<file path="src/rtl/uart_transmitter_pkg.sv">
// ---------------------------------------------------------------------------
// uart_transmitter_pkg
// Shared UART definitions used by the transmitter and the receiver:
//   - uart_state_e  : serial FSM state encoding
//   - WLEN_*        : word-length codes carried on wlen_i
//   - TICK_LAST     : last value of the 16x oversampling tick counter
//   - helpers for word-length decoding, parity and line forcing
// ---------------------------------------------------------------------------
package uart_transmitter_pkg;

   typedef enum logic [2:0] {
      ST_IDLE   = 3'd0,
      ST_START  = 3'd1,
      ST_DATA   = 3'd2,
      ST_PARITY = 3'd3,
      ST_STOP1  = 3'd4,
      ST_STOP2  = 3'd5
   } uart_state_e;

   localparam logic [1:0] WLEN_5 = 2'b00;
   localparam logic [1:0] WLEN_6 = 2'b01;
   localparam logic [1:0] WLEN_7 = 2'b10;
   localparam logic [1:0] WLEN_8 = 2'b11;

   // Each serial bit spans 16 enable ticks; the counter wraps 15 -> 0.
   localparam logic [3:0] TICK_LAST = 4'd15;

   // Index of the final data bit for a word-length code.
   function automatic logic [2:0] last_data_idx(input logic [1:0] wlen);
      logic [2:0] idx;
      case (wlen)
         WLEN_5:  idx = 3'd4;
         WLEN_6:  idx = 3'd5;
         WLEN_7:  idx = 3'd6;
         WLEN_8:  idx = 3'd7;
         default: idx = 3'd7;
      endcase
      return idx;
   endfunction

   // Mask selecting the data bits that belong to the word.
   function automatic logic [7:0] data_mask(input logic [1:0] wlen);
      logic [7:0] mask;
      case (wlen)
         WLEN_5:  mask = 8'h1F;
         WLEN_6:  mask = 8'h3F;
         WLEN_7:  mask = 8'h7F;
         WLEN_8:  mask = 8'hFF;
         default: mask = 8'hFF;
      endcase
      return mask;
   endfunction

   // Parity bit: stick mode drives the inverse of the even select, otherwise
   // even select yields the XOR of the word and odd select its inverse.
   function automatic logic calc_parity(input logic [7:0] dat,
                                        input logic [1:0] wlen,
                                        input logic       even,
                                        input logic       stick);
      logic x;
      x = ^(dat & data_mask(wlen));
      if (stick) begin
         return ~even;
      end
      return even ? x : ~x;
   endfunction

   // Break overrides whatever level the FSM wants on the line.
   function automatic logic line_level(input logic brk, input logic lvl);
      return brk ? 1'b0 : lvl;
   endfunction

endpackage

</file>
<file path="src/rtl/uart_transmitter.sv">
// ---------------------------------------------------------------------------
// uart_transmitter
// Serial UART transmitter with a one-entry holding register, 5..8 data bits,
// optional normal/stick parity, one or two stop bits and line break.
//
// Parameters
//   Tp          register-assignment delay (kept for interface compatibility)
//   init_value  idle level of stx_o
//
// Ports
//   clk_i        in   clock
//   rst_i        in   asynchronous active-low reset
//   enable_i     in   16x baud tick, one-cycle pulse
//   wlen_i       in   word length: 00=5, 01=6, 10=7, 11=8 bits
//   stop2_i      in   0 = one stop bit, 1 = two stop bits
//   par_en_i     in   parity bit enable
//   par_even_i   in   even parity select
//   par_stick_i  in   stick parity
//   break_i      in   force serial line low
//   tx_dat_i     in   character to send
//   tx_valid_i   in   character offered
//   tx_ready_o   out  holding register empty
//   stx_o        out  serial line (registered)
//   busy_o       out  shifter not idle
//   tx_empty_o   out  holding register empty and shifter idle
// ---------------------------------------------------------------------------
module uart_transmitter
   import uart_transmitter_pkg::*;
#(
   parameter int   Tp         = 1,
   parameter logic init_value = 1'b1
) (
   input  logic       clk_i,
   input  logic       rst_i,
   input  logic       enable_i,
   input  logic [1:0] wlen_i,
   input  logic       stop2_i,
   input  logic       par_en_i,
   input  logic       par_even_i,
   input  logic       par_stick_i,
   input  logic       break_i,
   input  logic [7:0] tx_dat_i,
   input  logic       tx_valid_i,
   output logic       tx_ready_o,
   output logic       stx_o,
   output logic       busy_o,
   output logic       tx_empty_o
);

   uart_state_e r_state;
   logic [3:0]  r_tick;
   logic        r_hold_full;
   logic [7:0]  r_hold_dat;
   logic [7:0]  r_shift;
   logic [2:0]  r_bitcnt;
   logic [2:0]  r_last_idx;
   logic        r_par_en;
   logic        r_par;
   logic        r_stop2;
   logic        r_bit;   // level the FSM wants on the line, before break
   logic        r_stx;

   logic w_accept;
   logic w_load;
   logic w_unused_tp;

   // Tp has no effect on synthesised timing.
   assign w_unused_tp = (Tp != 0);

   assign w_accept = tx_valid_i & ~r_hold_full;
   assign w_load   = enable_i & r_hold_full & (r_state == ST_IDLE);

   // Holding register. Accept and load are mutually exclusive because
   // accept needs an empty register and load needs a full one.
   always_ff @(posedge clk_i or negedge rst_i) begin
      if (!rst_i) begin
         r_hold_full <= 1'b0;
         r_hold_dat  <= '0;
      end else if (w_accept) begin
         r_hold_full <= 1'b1;
         r_hold_dat  <= tx_dat_i;
      end else if (w_load) begin
         r_hold_full <= 1'b0;
      end
   end

   // Serial FSM. r_stx defaults to the current bit level (so a change of
   // break_i shows up next cycle) and is overridden with the new level on
   // every bit boundary so the line tracks the state without extra latency.
   always_ff @(posedge clk_i or negedge rst_i) begin
      if (!rst_i) begin
         r_state    <= ST_IDLE;
         r_tick     <= '0;
         r_shift    <= '0;
         r_bitcnt   <= '0;
         r_last_idx <= '0;
         r_par_en   <= 1'b0;
         r_par      <= 1'b0;
         r_stop2    <= 1'b0;
         r_bit      <= init_value;
         r_stx      <= init_value;
      end else begin
         r_stx <= line_level(break_i, r_bit);

         if (w_load) begin
            // Framing controls are captured here and held for the character.
            r_state    <= ST_START;
            r_tick     <= '0;
            r_shift    <= r_hold_dat;
            r_bitcnt   <= '0;
            r_last_idx <= last_data_idx(wlen_i);
            r_par_en   <= par_en_i;
            r_par      <= calc_parity(r_hold_dat, wlen_i, par_even_i, par_stick_i);
            r_stop2    <= stop2_i;
            r_bit      <= 1'b0;
            r_stx      <= line_level(break_i, 1'b0);
         end else if (enable_i && (r_state != ST_IDLE)) begin
            r_tick <= r_tick + 4'd1;

            if (r_tick == TICK_LAST) begin
               case (r_state)
                  ST_START: begin
                     r_state <= ST_DATA;
                     r_bit   <= r_shift[0];
                     r_stx   <= line_level(break_i, r_shift[0]);
                  end

                  ST_DATA: begin
                     if (r_bitcnt == r_last_idx) begin
                        if (r_par_en) begin
                           r_state <= ST_PARITY;
                           r_bit   <= r_par;
                           r_stx   <= line_level(break_i, r_par);
                        end else begin
                           r_state <= ST_STOP1;
                           r_bit   <= 1'b1;
                           r_stx   <= line_level(break_i, 1'b1);
                        end
                     end else begin
                        r_shift  <= {1'b0, r_shift[7:1]};
                        r_bitcnt <= r_bitcnt + 3'd1;
                        r_bit    <= r_shift[1];
                        r_stx    <= line_level(break_i, r_shift[1]);
                     end
                  end

                  ST_PARITY: begin
                     r_state <= ST_STOP1;
                     r_bit   <= 1'b1;
                     r_stx   <= line_level(break_i, 1'b1);
                  end

                  ST_STOP1: begin
                     if (r_stop2) begin
                        r_state <= ST_STOP2;
                        r_bit   <= 1'b1;
                        r_stx   <= line_level(break_i, 1'b1);
                     end else begin
                        r_state <= ST_IDLE;
                        r_bit   <= init_value;
                        r_stx   <= line_level(break_i, init_value);
                     end
                  end

                  default: begin
                     // ST_STOP2 and any unreachable encoding return to idle.
                     r_state <= ST_IDLE;
                     r_bit   <= init_value;
                     r_stx   <= line_level(break_i, init_value);
                  end
               endcase
            end
         end
      end
   end

   assign tx_ready_o = ~r_hold_full;
   assign busy_o     = (r_state != ST_IDLE);
   assign tx_empty_o = ~r_hold_full & (r_state == ST_IDLE);
   assign stx_o      = r_stx;

endmodule

</file>
<file path="config.mk">
export PLATFORM = sky130hd
export DESIGN_NAME = uart_transmitter
export DESIGN_NICKNAME = d
export VERILOG_FILES = /design/src/rtl/uart_transmitter_pkg.sv /design/src/rtl/uart_transmitter.sv
export SDC_FILE = /design/constraint.sdc
export NUM_CORES = 1
export LEC_CHECK = 0
export CORE_ASPECT_RATIO = 1.25
export CORE_MARGIN = 2
export CORE_UTILIZATION = 49
export DETAILED_ROUTE_END_ITERATION = 8
export MAX_ROUTING_LAYER = met4
export PLACE_DENSITY = 0.71
export REMOVE_ABC_BUFFERS = 1
export SLEW_MARGIN = 25
export SYNTH_ARGS = -nofsm -noshare
export SYNTH_HDL_FRONTEND = slang
export SYNTH_SLANG_ARGS = --single-unit
</file>
<file path="constraint.sdc">
create_clock -name clk_i -period 4.9 [get_ports clk_i]
set_input_delay 1.47 -clock clk_i [delete_from_list [all_inputs] [get_ports clk_i]]
set_output_delay 1.47 -clock clk_i [all_outputs]
set_load 0.1 [all_outputs]
</file>
==> flow_summary_export.csv <==
group,metric,value,unit
critical_path,worstPathArrival,2250,ps
floorplan,coreArea,0.003513,sq mm
synthesis,ys_seq_elements,35,
drt,drt-initial-drc-count,59,
power,pwr-share-clk,19.8,%
floorplan,num_io_pins,23,
critical_path,startpoint_type,"flop",
global_routing,grt_first_pass_wirelength,5940,um
sta,clock_skew,5.450,ps
cts,cts_buffers,5,
cts,post_cts_buffers,0,
sta,slew_violations,0,
place,gp_congestion,0.9154,
critical_path,max_stage_delay,1010,ps
floorplan,die_area,0.004170,sq mm
sta,hold_viol_final,0,
power,total_leakage_power,0.9635,nW
synthesis,yosys.area.top_type_share,45.96,%
cts,path_clk_slew,70,ps
cts,cts_buffer_depth,2,
critical_path,worstPathCellList,"or3_1, clkdlybuf4s50_1",
drt,num_vias,1356,
floorplan,chipHeight,71.70,um
drt,antenna_left,0,
drt,firstDrtPassIters,4,
synthesis,yosys_warnings,0,
critical_path,worstPathRequired,3430,ps
drt,drcViolationCount,0,
global_routing,grt_max_degree,36,
synthesis,ys_types,42,
synthesis,yosysMostFrequentCell,"dfrtp_1",
flow_run,cap_violations,0,
place,hpwlAfterDp,2554,um
drt,post_drt_wl_per_cell,14.60,um
hold_path,whs_path_depth,1,
synthesis,synthTopCellsByCount,"dfrtp_1 (33), nand2_1 (25), o21ai_0 (15)",
cts,post_cts_resized,0,
global_routing,antenna_found_initial,0,
floorplan,num_rows,24,
critical_path,cp_slowest_cell,"clkdlybuf4s50_1",
sta,setup_viol,0,
power,p_sw,0.4292,mW
cts,cts_sinks,35,
floorplan,start_util,51.14,%
global_routing,overflow,0,
synthesis,yosys.area.top_type,"dfrtp_1",
power,swShare,37.30,%
sta,max_freq,268.7,MHz
sta,tightest_slew,969.1,ps
sta,fin_crit_sh,75.94,%
sta,rsz0062_at_grt,"no",
drt,wirelength,3504,um
cells_and_area,layout-drive-gt1-share,11.94,%
cts,insertion_delay,290,ps
synthesis,async_flop_share,100.0,%
synthesis,seq_area_frac_synth,48.89,%
cts,htree_levels,2,
power,pwr-share-comb,36.6,%
cells_and_area,fin_nets,221,
power,p_int,0.7213,mW
synthesis,synthFlopType,"dfrtp_1",
sta,period_minus_slack,3721,ps
cells_and_area,antenna_cells,0,
sta,relSlewSlack,35.19,%
cells_and_area,syn2layout_area_growth,17.62,%
synthesis,synthTopCellsByArea,"dfrtp_1 (46%), nand2_1 (5.2%), mux2_2 (5.0%), mux2i_1 (4.5%), o21ai_0 (4.2%)",
power,power_frac_seq,43.6,%
cts,cts_tree,"yes",
cts,cts_hold_buf,0,
critical_path,crit_fanout,10,
sta,finalSetupTns,0,ps
floorplan,fp.dieW,58.16,um
critical_path,cp-end-kind,"output port",
synthesis,avgSynthCellArea,10.09,sq um
hold_path,hp-class,"flop to flop",
global_routing,grt_usage,19.70,%
cells_and_area,utilization,60.15,%
power,p_per_area,544.4,mW/mm^2
drt,vias_per_cell,5.650,
critical_path,r2r_cells,4,
synthesis,syn_area,0.001797,sq mm
outcome,status,"finished clean",
power,vdd_drop_max,0.0004010,V
cts,cts-root-buf,"clkbuf_8",
global_routing,grt_pass1_vias,1367,
synthesis,synth-edff-count,0,
synthesis,synthCells,178,
place,place.port_buffers,22,
sta,hold-worst-slack,490.0,ps
critical_path,crit_type,"flop to output port",
state kept, by name (all words and copies together), names as in the netlist:
| signal | cells |
|---|---|
| r_state | 3 |
| r_stop2 | 1 |
| r_hold_dat | 8 |
| r_hold_full | 1 |
| r_bitcnt | 3 |
| r_tick | 4 |
| r_par | 1 |
| r_bit | 1 |
| r_shift | 8 |
| stx_o | 1 |
| r_last_idx | 3 |
| r_par_en | 1 |
metrics by stage:
step / area (sq um) / setup WS, ps / total power, mW / cells
floorplan: 1732 / 736.3 / 0.8096 / 169
global placement: 2013 / 1535 / 0.9040 / 232
detailed placement: 2013 / 1502 / 0.9288 / 232
CTS: 2113 / 1170 / 1.165 / 240
global route: 2113 / 1107 / 1.229 / 240
finish: 2113 / 1179 / 1.150 / 240
kinds of logic after synthesis:
| group | synth area share [%] |
|---|---|
| compound gates | 14.21 |
| flops | 48.89 |
| mux | 9.471 |
| fa+ha+maj | 1.393 |
| simple gates | 16.71 |
| buf+inv | 4.456 |
| xor+xnor | 4.874 |
placed cells by master, fill, tap and decap left out, types with 2 or more instances in the layout:
cell / n
clkbuf_8: 7
dfrtp_1: 33
nor2_1: 12
o211ai_1: 3
dfstp_2: 2
ha_1: 2
o31ai_1: 3
o21ai_0: 15
a31oi_1: 2
nor2b_1: 2
nand2b_1: 3
inv_1: 4
a21bo_2: 2
and2_1: 2
xor2_1: 6
mux2_2: 8
a21oi_1: 4
buf_4: 3
or3_1: 2
xnor2_1: 4
nor3_1: 3
clkdlybuf4s50_1: 21
nand4_1: 2
nand2_1: 25
o21ai_1: 4
nand3b_1: 2
mux2i_1: 8
nand3_1: 3
cell type report:
class,count,area [sq um]
tap,39,48.80
clock buffer,8,100.1
inverter,4,15.01
timing repair buffer,24,232.7
multi-input combinational,130,838.3
sequential,35,878.3
fill,319,1400
metal layers:
metal | vias up | GRT usage, % | part of all wire (%)
met1 | 644 | 21.62 | 40
met2 | 40 | 32.07 | 52
li1 | 663 | - | -
met5 | - | - | 0
met4 | 0 | 9.561 | 2.6
met3 | 9 | 6.137 | 5.2
worst max-delay path, delay by kind of cell (launching register included):
kind / cells / cell delay, ps
buffers and inverters: 1 / 1010
and+or+nand+nor: 1 / 490
DFF: 1 / 470
path summary, 6_finish.rpt:
check | startpoint | to | slack (ps)
worst max-delay path | r_state[2]$_DFFE_PN0P_ | busy_o | 1180
worst min-delay path | r_last_idx[2]$_DFFE_PN0P_ | r_last_idx[2]$_DFFE_PN0P_ | 490
worst max register to register | r_state[2]$_DFFE_PN0P_ | r_shift[5]$_DFFE_PN0P_ | 2660
worst min register to register | r_last_idx[2]$_DFFE_PN0P_ | r_last_idx[2]$_DFFE_PN0P_ | 490
max in group asynchronous | rst_i | stx_o$_DFF_PN1_ | 2970
min in group asynchronous | rst_i | r_tick[3]$_DFFE_PN0P_ | 1590
power by group through the flow:
| stage | Sequential, mW | Clock [mW] | Combinational [mW] |
|---|---|---|---|
| floorplan | 0.481 | 0 | 0.328 |
| global placement | 0.497 | 0 | 0.407 |
| detailed placement | 0.505 | 0 | 0.424 |
| CTS | 0.501 | 0.237 | 0.427 |
| global route | 0.516 | 0.247 | 0.466 |
| finish | 0.502 | 0.227 | 0.421 |
(Power assumes the default switching activity.)
